$ cat config.mk
export PLATFORM = sky130hd
export DESIGN_NAME = stack_queue_engine
export DESIGN_NICKNAME = d
export VERILOG_FILES = /design/src/rtl/stack_queue_engine.sv
export SDC_FILE = /design/constraint.sdc
export NUM_CORES = 1
export LEC_CHECK = 0
export ABC_CLOCK_PERIOD_IN_PS = 6700
export CAP_MARGIN = 20
export CELL_PAD_IN_SITES_DETAIL_PLACEMENT = 1
export CELL_PAD_IN_SITES_GLOBAL_PLACEMENT = 1
export CORE_UTILIZATION = 38
export CTS_CLUSTER_DIAMETER = 50
export DETAILED_ROUTE_END_ITERATION = 10
export DONT_BUFFER_PORTS = 1
export PLACE_DENSITY_LB_ADDON = 0.1
export SYNTH_ARGS = -nofsm -noshare
export SYNTH_HDL_FRONTEND = slang
export SYNTH_SLANG_ARGS = --single-unit
$ cat constraint.sdc
create_clock -name clk -period 6.7 [get_ports clk]
set_clock_uncertainty 0.15 [all_clocks]
set_input_delay 1.675 -clock clk [delete_from_list [all_inputs] [get_ports clk]]
set_output_delay 1.675 -clock clk [all_outputs]
set_load 0.05 [all_outputs]
$ cat src/rtl/stack_queue_engine.sv
// Single-memory buffer whose ordering (FIFO or LIFO) is selected at run time while empty.
// Occupancy, almost-full and sticky overflow/underflow are decoded from registered state only.
module stack_queue_engine #(
   parameter int DinLENGTH = 32,
   parameter int DEPTH     = 16,
   parameter int AF_LEVEL  = DEPTH - 2,
   localparam int CW       = $clog2(DEPTH + 1)
) (
   input  logic                 clk,
   input  logic                 reset,
   input  logic                 mode_req,
   input  logic                 push,
   input  logic [DinLENGTH-1:0] din,
   input  logic                 pop,
   input  logic                 flush,
   output logic [DinLENGTH-1:0] dout,
   output logic                 dout_valid,
   output logic                 mode,
   output logic [CW-1:0]        count,
   output logic                 full,
   output logic                 empty,
   output logic                 almost_full,
   output logic                 overflow,
   output logic                 underflow
);

   localparam int AW = $clog2(DEPTH);

   typedef enum logic {
      MODE_FIFO = 1'b0,
      MODE_LIFO = 1'b1
   } mode_e;

   logic [DinLENGTH-1:0] mem_q [DEPTH];
   logic [AW-1:0]        wp_q, wp_d;
   logic [AW-1:0]        rp_q, rp_d;
   logic [CW-1:0]        count_q, count_d;
   logic [DinLENGTH-1:0] dout_q, dout_d;
   logic                 dout_valid_q, dout_valid_d;
   mode_e                mode_q, mode_d;
   logic                 overflow_q, overflow_d;
   logic                 underflow_q, underflow_d;

   logic                 is_empty, is_full;
   logic                 pop_acc, push_acc;
   logic [AW-1:0]        top_idx;
   logic                 mem_we;
   logic [AW-1:0]        mem_waddr;

   assign is_empty = (count_q == '0);
   assign is_full  = (count_q == CW'(DEPTH));
   assign pop_acc  = pop && !is_empty;
   // A full buffer still takes a push when a pop frees a slot on the same edge.
   assign push_acc = push && (!is_full || pop_acc);
   assign top_idx  = AW'(count_q - CW'(1));

   always_comb begin
      wp_d         = wp_q;
      rp_d         = rp_q;
      count_d      = count_q;
      dout_d       = dout_q;
      dout_valid_d = 1'b0;
      mode_d       = mode_q;
      overflow_d   = overflow_q;
      underflow_d  = underflow_q;
      mem_we       = 1'b0;
      mem_waddr    = wp_q;

      if (flush) begin
         wp_d        = '0;
         rp_d        = '0;
         count_d     = '0;
         overflow_d  = 1'b0;
         underflow_d = 1'b0;
      end else begin
         // Re-home both pointers on an ordering change so the next FIFO use starts aligned.
         if (is_empty && !push) begin
            mode_d = mode_e'(mode_req);
            if (mode_e'(mode_req) != mode_q) begin
               wp_d = '0;
               rp_d = '0;
            end
         end

         dout_valid_d = pop_acc;
         if (pop && !pop_acc) underflow_d = 1'b1;
         if (push && !push_acc) overflow_d = 1'b1;

         if (mode_q == MODE_FIFO) begin
            if (push_acc) begin
               mem_we    = 1'b1;
               mem_waddr = wp_q;
               wp_d      = wp_q + AW'(1);
            end
            if (pop_acc) begin
               dout_d = mem_q[rp_q];
               rp_d   = rp_q + AW'(1);
            end
         end else begin
            if (pop_acc) dout_d = mem_q[top_idx];
            // Push alongside a pop overwrites the top just read (replace-top).
            if (push_acc) begin
               mem_we    = 1'b1;
               mem_waddr = pop_acc ? top_idx : count_q[AW-1:0];
            end
         end

         if (push_acc && !pop_acc)      count_d = count_q + CW'(1);
         else if (pop_acc && !push_acc) count_d = count_q - CW'(1);

         if (mode_q == MODE_LIFO) wp_d = count_d[AW-1:0];
      end
   end

   always_ff @(posedge clk) begin
      if (reset) begin
         wp_q         <= '0;
         rp_q         <= '0;
         count_q      <= '0;
         dout_q       <= '0;
         dout_valid_q <= 1'b0;
         mode_q       <= MODE_FIFO;
         overflow_q   <= 1'b0;
         underflow_q  <= 1'b0;
      end else begin
         wp_q         <= wp_d;
         rp_q         <= rp_d;
         count_q      <= count_d;
         dout_q       <= dout_d;
         dout_valid_q <= dout_valid_d;
         mode_q       <= mode_d;
         overflow_q   <= overflow_d;
         underflow_q  <= underflow_d;
      end
   end

   // Storage is never cleared; only the write is suppressed during reset.
   always_ff @(posedge clk) begin
      if (mem_we && !reset) mem_q[mem_waddr] <= din;
   end

   assign dout        = dout_q;
   assign dout_valid  = dout_valid_q;
   assign mode        = mode_q;
   assign count       = count_q;
   assign full        = is_full;
   assign empty       = is_empty;
   assign almost_full = (count_q >= CW'(AF_LEVEL));
   assign overflow    = overflow_q;
   assign underflow   = underflow_q;

endmodule

==> metrics.md <==
| Metric | Value |
|---|---|
| Status | finished clean |
| Most common cell after layout, fill and taps aside | edfxtp_1 |
| CTS Root Cell | clkbuf_16 |
| Port Buffers | 0 |
| Peak supply drop | 0.196 mV |
| Antenna Cells | 0 |
| Period minus WS final | 4400 ps |
| Share of layout cells above drive strength 1 | 31.7% |
| Clk sink count | approximately 560 |
| Sequential element share of the synthesized area | 63.8% |
| Slew headroom | about a fifth |
| Setup crit start kind | flip-flop |
| Post-synth cell types | 63 |
| Die W | 262 µm |
| Post-synth top flop | edfxtp_1 |
| Sum Neg Setup Slack | 0 ps |
| Top post-synthesis cells by area | edfxtp_1, mux4_2, dfxtp_1 |
| Post-synth EDFFs | 512 |
| Switching Power | between 1500 and 2000 µW |
| Register area | 16400 µm² |
| Part of the power in combinational logic | approximately 6% |
| Net Sw Frac | 23.0% |
| Final setup violation count | 0 |
| DR pass1 iterations | 5 |
| YS warnings | 0 |
| Period utilization | 65.6% |
| Power per cell area | 288 nW/µm² |
| Htree depth | 3 |
| Initial Util | 38.7% |
| Final-report hold violation count | 0 |
| Sequential share of power | 45.7% |
| RSZ-0062 raised after global routing | no |
| Static Leakage | 0.00910 µW |
| Clock share of power | 48.3% |
| CTS Buffer Depth | 3 |
| Ports | 82 |
| Mapped Cells | 1418 |
| GP Congestion | approximately 0.75 |
| Final core occ | 44.5% |
| Initial antenna violation count | 0 |
| Largest net degree at the start of global routing | 100 |
| Total global-route track usage | a little under a quarter |
| Post-DRT Antenna Nets | 0 |
| Die Span Y | 262 µm |
| Max capacitance violation total | 0 |
| R2R cell count | 9 |
| Fillers | 6186 |
| Most frequent cells in the layout | edfxtp_1, mux4_2, nand2_1, clkbuf_16, buf_4 |
| CTS tree | done |
| Syn Area/Cell | 18.1 µm² |
| Area of the multi-input gates | 8880 µm² |
| CTS clk-pin slew, worst paths | 60 ps |
| CTS buffer count | 81 |
| Cell taking the most area after synthesis | edfxtp_1 |
| Drt wl/cell | 32.0 µm |
| Initial DRC Count | 1162 |
| Crit-path max FO | 9 |
| Layout net count | between 1000 and 1500 |
| # rows | 94 |
| DR vias | 14619 |
| Vias in the first global route | approximately 16000 |
| Mapped cell area | around 26000 µm² |
| Finished Layout Cells | 2377 |
| Final Max Slew Viols | 0 |
| Crit path capture type | output port |
| F_max | 0.227 GHz |
| Gr ovfl total | 0 |
| Internal | 6540 µW |
| Data arrival, critical path | 2570 ps |
| Syn Nets | 1462 |
| Total Die Area | 68500 µm² |
| Inst Count DP | 2229 |
| Synth-to-Final Area Change | 14.9% |
| Worst Tran Pin Value | ~1200 ps |
| Hpwl dp | 41400 µm |
| CP required | 4880 ps |
| WHS | a little over 400 ps |
| PostCTS Resize Cnt | 0 |
| Crit path kind | flip-flop to output port |
| Worst Hold Class | flip-flop to flip-flop |
| Total core area | 66200 µm² |
| Share of the synthesized area in the top cell type | 60.0% |
| Hold path depth | 2 |
| Vias per cell | 6.15 |
| First-pass GRT wire length | roughly 110000 µm |
| Residual DRC | 0 |
| #FFs+latches synth | 561 |
| Async SR Flop Fraction | 0% |
| Worst skew pair latency | 620 ps |
| Hold_buf cts | 0 |
| WL final | between 70000 and 80000 µm |
| Setup repair bufs after CTS | 0 |
registers in the layout, indices dropped and copies added (netlist names):
name	flops
mem_q	512
dout	32
count	5
rp_q	4
wp_q	4
dout_valid	1
mode	1
overflow	1
underflow	1
cells in the mapped netlist (6+ instances only):
library cell	count
nand3_1	37
nor2_1	28
a21oi_1	18
edfxtp_1	512
a221o_1	16
a22o_1	17
dfxtp_1	49
a22oi_1	46
buf_1	7
inv_1	7
mux2_1	24
a32oi_1	15
mux4_2	243
a41oi_1	14
o21ai_1	19
mux2i_1	26
nand2_1	136
ha_1	6
mux2_2	9
clkbuf_1	54
buf_2	35
nor3_1	24
logic make-up (layout without fill, tap and decap cells):
kind of cell             Yosys count  after routing  share of synthesized area (%)
AO/OA/AOI/OAI                    172            172                           5.14
XOR/XNOR                          11             11                          0.434
adder cells (fa/ha/maj)            6              6                          0.293
buffers and inverters            115            210                           2.12
flip-flops                       561            561                           63.8
multiplexers                     302            302                           23.8
AND/OR/NAND/NOR                  251            251                           4.37
per-stage QoR:
| stage | worst slack [ps] | area [µm²] | power, µW |
|---|---|---|---|
| 4_1_cts | 2260 | 29400 | 8590 |
| 2_1_floorplan | 890 | 25600 | 4320 |
| 3_5_place_dp | 2250 | 26800 | 4470 |
| 5_1_grt | 2040 | 29400 | 8740 |
| 6_report | 2300 | 29400 | 8490 |
| 3_3_place_gp | 2250 | 26800 | 4470 |
critical path: stages, from the launching register on:
cell	delay [ps]
dfxtp_1	580
inv_1	270
ha_4	170
or4b_1	580
inv_2	360
worst paths after layout:
check,start,endpoint,slack [ps]
setup reg to reg,count[1]$_SDFF_PP0_,mem_q[3][18]$_DFFE_PP_,2380
hold / removal,wp_q[1]$_SDFFE_PP0P_,wp_q[1]$_SDFFE_PP0P_,410
setup / recovery,count[1]$_SDFF_PP0_,empty,2300
hold reg to reg,wp_q[1]$_SDFFE_PP0P_,wp_q[1]$_SDFFE_PP0P_,410
area by class of cell:
cell class | count | area share (%)
Sequential cell | 561 | 55.6
Multi-Input combinational cell | 742 | 30.2
Clock buffer | 97 | 7.37
Tap cell | 864 | 3.67
Timing Repair Buffer | 54 | 1.64
Clock inverter | 50 | 1.43
Inverter | 9 | 0.115
routing by layer:
metal / vias up / global-route usage (%) / wire length, µm
li1: 6046 / - / -
met1: 7958 / 29.0 / 31200
met2: 478 / 39.2 / 38700
met3: 137 / 4.47 / 4020
met4: 0 / 7.35 / 2270
met5: - / 0 / 0
power groups by stage:
stage,logic [µW],clock network (µW),registers [µW]
2_1_floorplan,378,0,3950
3_3_place_gp,518,0,3950
3_5_place_dp,520,0,3950
4_1_cts,521,4190,3880
5_1_grt,553,4310,3880
6_report,515,4100,3880
Note: power is estimated with default switching activity, not from simulation.
==> RTL edit 1 (same settings) <==
Make the reset (`reset`) asynchronous in one clocked block.
--- a/src/rtl/stack_queue_engine.sv
+++ b/src/rtl/stack_queue_engine.sv
@@ -112,7 +112,7 @@
       end
    end
 
-   always_ff @(posedge clk) begin
+   always_ff @(posedge clk or posedge reset) begin
       if (reset) begin
          wp_q         <= '0;
          rp_q         <= '0;
Function: differs if reset is asserted again (counterexample within 4 cycles, from zero or initial values and one cycle with reset high); with reset held inactive, the same outputs for 4 cycles.
==> RTL edit 1 against the original RTL <==
  * Setup slack worse by 0.72 ns
  * Sequential cell count unchanged
  * Core utilization fell by 0.64 points
  * Global-route usage shrank 0.32 points
  * Wire length increased by 2.7%
  * Cell area increased by 2.1%
  * Area after synthesis rose by 2.8%
  * Critical path depth grew 1
  * First-iteration DRC count grew 3.6%
  * Sequential share of layout area decreased by 0.34 points
  * Critical path type unchanged
Power is not compared: it rests on default switching activity, and its combinational part moved more than twofold at a synthesized area within 25%.
==> RTL edit 1: results <==
export IMPL_hp_class="reg2reg"
export IMPL_slowest_delay_ns=0.76
export IMPL_port_buffers=0
export IMPL_grt_pass1_vias=16906
export IMPL_synthTopCellsByArea="edfxtp_1, mux4_2, mux2_2"
export IMPL_antenna_cells=0
export IMPL_worstHoldStart="wp_q[3]$_DFFE_PP0P_"
export IMPL_wl_met3_um=3940
export IMPL_cts_buffers=76
export IMPL_crit_fanout=39
export IMPL_cts_repair_resized=0
export IMPL_root_buffer="clkbuf_16"
export IMPL_yosysUniqueCellTypes=59
export IMPL_routedWlPerCell_um=29.2
export IMPL_place_area_mm2=0.0275
export IMPL_grt_start_max_net_pins=97
export IMPL_use_met3=0.0428
export IMPL_ys_seq_area_frac=0.630
export IMPL_drt_iter0_drc=1204
export IMPL_drive_gt1_frac=0.267
export IMPL_drt_pass1_iter_count=5
export IMPL_m1WireLength_um=35600
export IMPL_largest_reg_flops=512
export IMPL_critPathLaunchType="register"
export IMPL_ys_async_sr_fraction=0.0873
export IMPL_reg2reg_from="count[0]$_DFF_PP0_"
export IMPL_path_clk_slew_ns=0.05
export IMPL_cap_violations=0
export IMPL_crit_slowest_cell="nor2_1"
export IMPL_cp_arrival_ns=3.29
export IMPL_vias_per_cell=5.94
export IMPL_top_register="mem_q"
export IMPL_drtAntennaViolNets=0
export IMPL_use_met1=0.318
export IMPL_met2_length_um=37200
export IMPL_antenna_found_initial=0
export IMPL_met2_usage=0.358
export IMPL_dr_max_layer_used="met4"
export IMPL_place_ws_ns=2.18
export IMPL_synth_edf_count=512
export IMPL_status="finished clean"
export IMPL_hpwlAfterDp_um=46600
export IMPL_fin_cells=2679
export IMPL_ir_drop_mv=0.409
export IMPL_crit_family="simple AND/OR/NAND/NOR gates"
export IMPL_grt_pass1_wl_um=115000
export IMPL_synth_warnings=0
export IMPL_insertion_delay_ns=0.62
export IMPL_setup_viol=0
export IMPL_grt_usage=0.225
export IMPL_gp_congestion=0.788
export IMPL_p_leak_nw=9.56
export IMPL_synthCells=1681
export IMPL_slew_headroom=0.274
export IMPL_dpl_cell_count=2538
export IMPL_cts_buffer_depth=3
export IMPL_synth_common_cells="edfxtp_1, nand2_1, mux4_2"
RTL edit 1: cell types whose count changed in the layout (fill, tap and decap cells not counted), sizes merged, moves of 20 or more:
| cell | unedited run | this run |
|---|---|---|
| a221oi | 1 | 22 |
| a21oi | 18 | 45 |
| dfxtp | 49 | 0 |
| o22ai | 1 | 54 |
| mux2 | 33 | 129 |
| nand3 | 38 | 63 |
| a31oi | 3 | 26 |
| dfrtp | 0 | 49 |
| nor3 | 25 | 45 |
| mux2i | 26 | 127 |
| mux4 | 243 | 130 |
RTL edit 1: cell families after synthesis:
group,count (synthesis),synth area share
compound gates,253,0.0681
xor+xnor,9,0.00299
fa+ha+maj,6,0.00285
buf+inv,139,0.0233
flops,561,0.630
mux,386,0.215
simple gates,327,0.0582
RTL edit 1: layout make-up:
class                   count  area [um2]
inverters                   9        35.0
clock buffers              97        2020
clock inverters            43         480
multi-input cells         981        9260
flip-flops and latches    561       16600
repair buffers             57         478
well taps                 931        1160
fillers                  6650       38500
RTL edit 1: power groups by stage:
stage	registers [mW]	logic, mW	clock network, mW
2_1_floorplan	4.58	3.13	0
5_1_grt	4.72	4.55	4.22
4_1_cts	4.70	4.27	4.08
3_3_place_gp	4.76	4.21	0
3_5_place_dp	4.77	4.26	0
6_report	4.68	4.23	3.99
RTL edit 1: worst paths after layout:
| check | to | slack, ns | cells after the start |
|---|---|---|---|
| setup reg to reg | mem_q[9][13]$_DFFE_PP_ | 2.22 | 10 |
| max in group asynchronous | count[0]$_DFF_PP0_ | 4.58 | 2 |
| setup / recovery | full | 1.59 | 5 |
| min in group asynchronous | dout[15]$_DFFE_PP0P_ | 1.11 | 2 |
| hold / removal | wp_q[3]$_DFFE_PP0P_ | 0.37 | 1 |
| hold reg to reg | wp_q[3]$_DFFE_PP0P_ | 0.37 | 1 |
==> RTL edit 2 (config.mk and constraints unchanged) <==
Without the edit above. `DinLENGTH`: 32 -> 16.
--- a/src/rtl/stack_queue_engine.sv
+++ b/src/rtl/stack_queue_engine.sv
@@ -1,7 +1,7 @@
 // Single-memory buffer whose ordering (FIFO or LIFO) is selected at run time while empty.
 // Occupancy, almost-full and sticky overflow/underflow are decoded from registered state only.
 module stack_queue_engine #(
-   parameter int DinLENGTH = 32,
+   parameter int DinLENGTH = 16,
    parameter int DEPTH     = 16,
    parameter int AF_LEVEL  = DEPTH - 2,
    localparam int CW       = $clog2(DEPTH + 1)
Ports: changed (resized din and dout); port bits go from 82 to 50. No check against the original RTL was run, so the function may have changed too.
==> RTL edit 2 against the original RTL <==
  * Count of clock-buffer cells in the layout shrank 43
  * Wire length shrank 50%
  * Power is 48% lower
  * Largest cell class unchanged
  * Setup slack got worse by 0.0026 ns
  * Core utilization down 0.61 points
  * Cell area decreased by 47%
  * Non-clock buffer count fell by 31
  * Sequential cell count decreased by 272
  * Highest routed layer unchanged
  * Area after synthesis down 47%
==> RTL edit 2: results <==
export IMPL_slew_headroom=0.248
export IMPL_startpoint="count[0]$_SDFF_PP0_"
export IMPL_fin_cells=1275
export IMPL_synth_common_cells="edfxtp_1, mux4_2, dfxtp_1, mux2_2, o21ai_0"
export IMPL_crit_slowest_cell="or4b_1"
export IMPL_insertion_delay_ns=0.53
export IMPL_ir_drop_mv=0.187
export IMPL_synth_xor_area_share=0.00448
export IMPL_drt_iter0_drc=467
export IMPL_synth_edf_count=256
export IMPL_vias_per_cell=6.03
export IMPL_hpwlAfterDp_um=22600
export IMPL_gp_congestion=0.840
export IMPL_slowest_delay_ns=0.60
export IMPL_synthMuxAreaShare=0.241
export IMPL_crit_fanout=30
export IMPL_synthCells=774
export IMPL_grt_pass1_wl_um=55700
export IMPL_grt_start_max_net_pins=53
export IMPL_p_leak_nw=4.75
export IMPL_worstHoldStart="rp_q[2]$_SDFF_PP0_"
export IMPL_fillers=3339
export IMPL_ys_seq_area_frac=0.610
export IMPL_largest_reg_flops=256
export IMPL_status="finished clean"
export IMPL_nNetsFinal=810
export IMPL_reg2reg_depth=8
export IMPL_holdPathEnd="rp_q[2]$_SDFF_PP0_"
export IMPL_synth_nets=802
export IMPL_dpl_cell_count=1200
export IMPL_synth_fa_ha_area_frac=0.00548
export IMPL_drive_gt1_frac=0.344
export IMPL_yosysUniqueCellTypes=61
export IMPL_cts_buffers=41
export IMPL_grt_usage=0.211
export IMPL_synth_compound_area_frac=0.0521
export IMPL_grt_pass1_vias=8488
export IMPL_htreeDepth=2
export IMPL_r2r_end="mem_q[5][15]$_DFFE_PP_"
-- RTL edit 2: how the worst max path moves through the flow --
| stage | end | slack (ns) | cells after the start |
|---|---|---|---|
| 2_1_floorplan | mem_q[10][0]$_DFFE_PP_ | 2.18 | 7 |
| 3_3_place_gp | mem_q[5][12]$_DFFE_PP_ | 2.23 | 5 |
| 3_5_place_dp | mem_q[5][12]$_DFFE_PP_ | 2.06 | 5 |
| 4_1_cts | empty | 2.26 | 4 |
| 5_1_grt | mem_q[5][5]$_DFFE_PP_ | 2.17 | 8 |
| 6_report | empty | 2.30 | 4 |
-- RTL edit 2: routing by layer --
layer  vias to the layer above  GRT usage  part of all wire
li1                       3265          -                 -
met3                        63     0.0358             0.040
met2                       178      0.356              0.50
met4                         0     0.0827             0.030
met1                      4182      0.272              0.42
met5                         -          0                 0
-- RTL edit 2: logic make-up (layout without fill, tap and decap cells) --
family | count (synthesis) | after routing
XOR/XNOR | 7 | 7
multiplexers | 166 | 166
AND/OR/NAND/NOR | 140 | 140
flip-flops | 289 | 289
adder cells (fa/ha/maj) | 6 | 6
buffers and inverters | 65 | 105
AO/OA/AOI/OAI | 101 | 101
-- RTL edit 2: cell type report --
class	count	area [um2]	area share
inverters	7	28.8	0.00185
clock inverters	21	184	0.0118
flip-flops and latches	289	8360	0.537
multi-input cells	420	5110	0.328
repair buffers	23	176	0.0113
clock buffers	54	1130	0.0725
well taps	461	577	0.0371
-- RTL edit 2: worst max-delay path: cells and delay by family, from the launching register on --
| kind | cells | cell delay, ns |
|---|---|---|
| DFF | 1 | 0.58 |
| adders and majority gates | 1 | 0.19 |
| buffers and inverters | 2 | 0.65 |
| and+or+nand+nor | 1 | 0.60 |
-- RTL edit 2: power by group --
part           leakage (nW)  total (mW)  switching, mW  internal, mW
clock                 0.638        2.07          0.796          1.27
sequential             2.57        2.03         0.0538          1.97
combinational          1.54       0.302          0.159         0.143
total                  4.75        4.40           1.01          3.39
-- RTL edit 2: metrics by stage --
| stage | setup WS, ns | cell area (um2) | power, mW | hold slack, ns | util |
|---|---|---|---|---|---|
| global route | 2.17 | 15600 | 4.53 | 0.472 | 0.438 |
| CTS | 2.26 | 15600 | 4.45 | 0.439 | 0.438 |
| floorplan | 2.18 | 13700 | 2.30 | 0.347 | - |
| finish | 2.30 | 15600 | 4.40 | 0.439 | 0.438 |
| detailed placement | 2.06 | 14200 | 2.37 | 0.432 | 0.401 |
| global placement | 2.23 | 14200 | 2.37 | 0.401 | 0.401 |
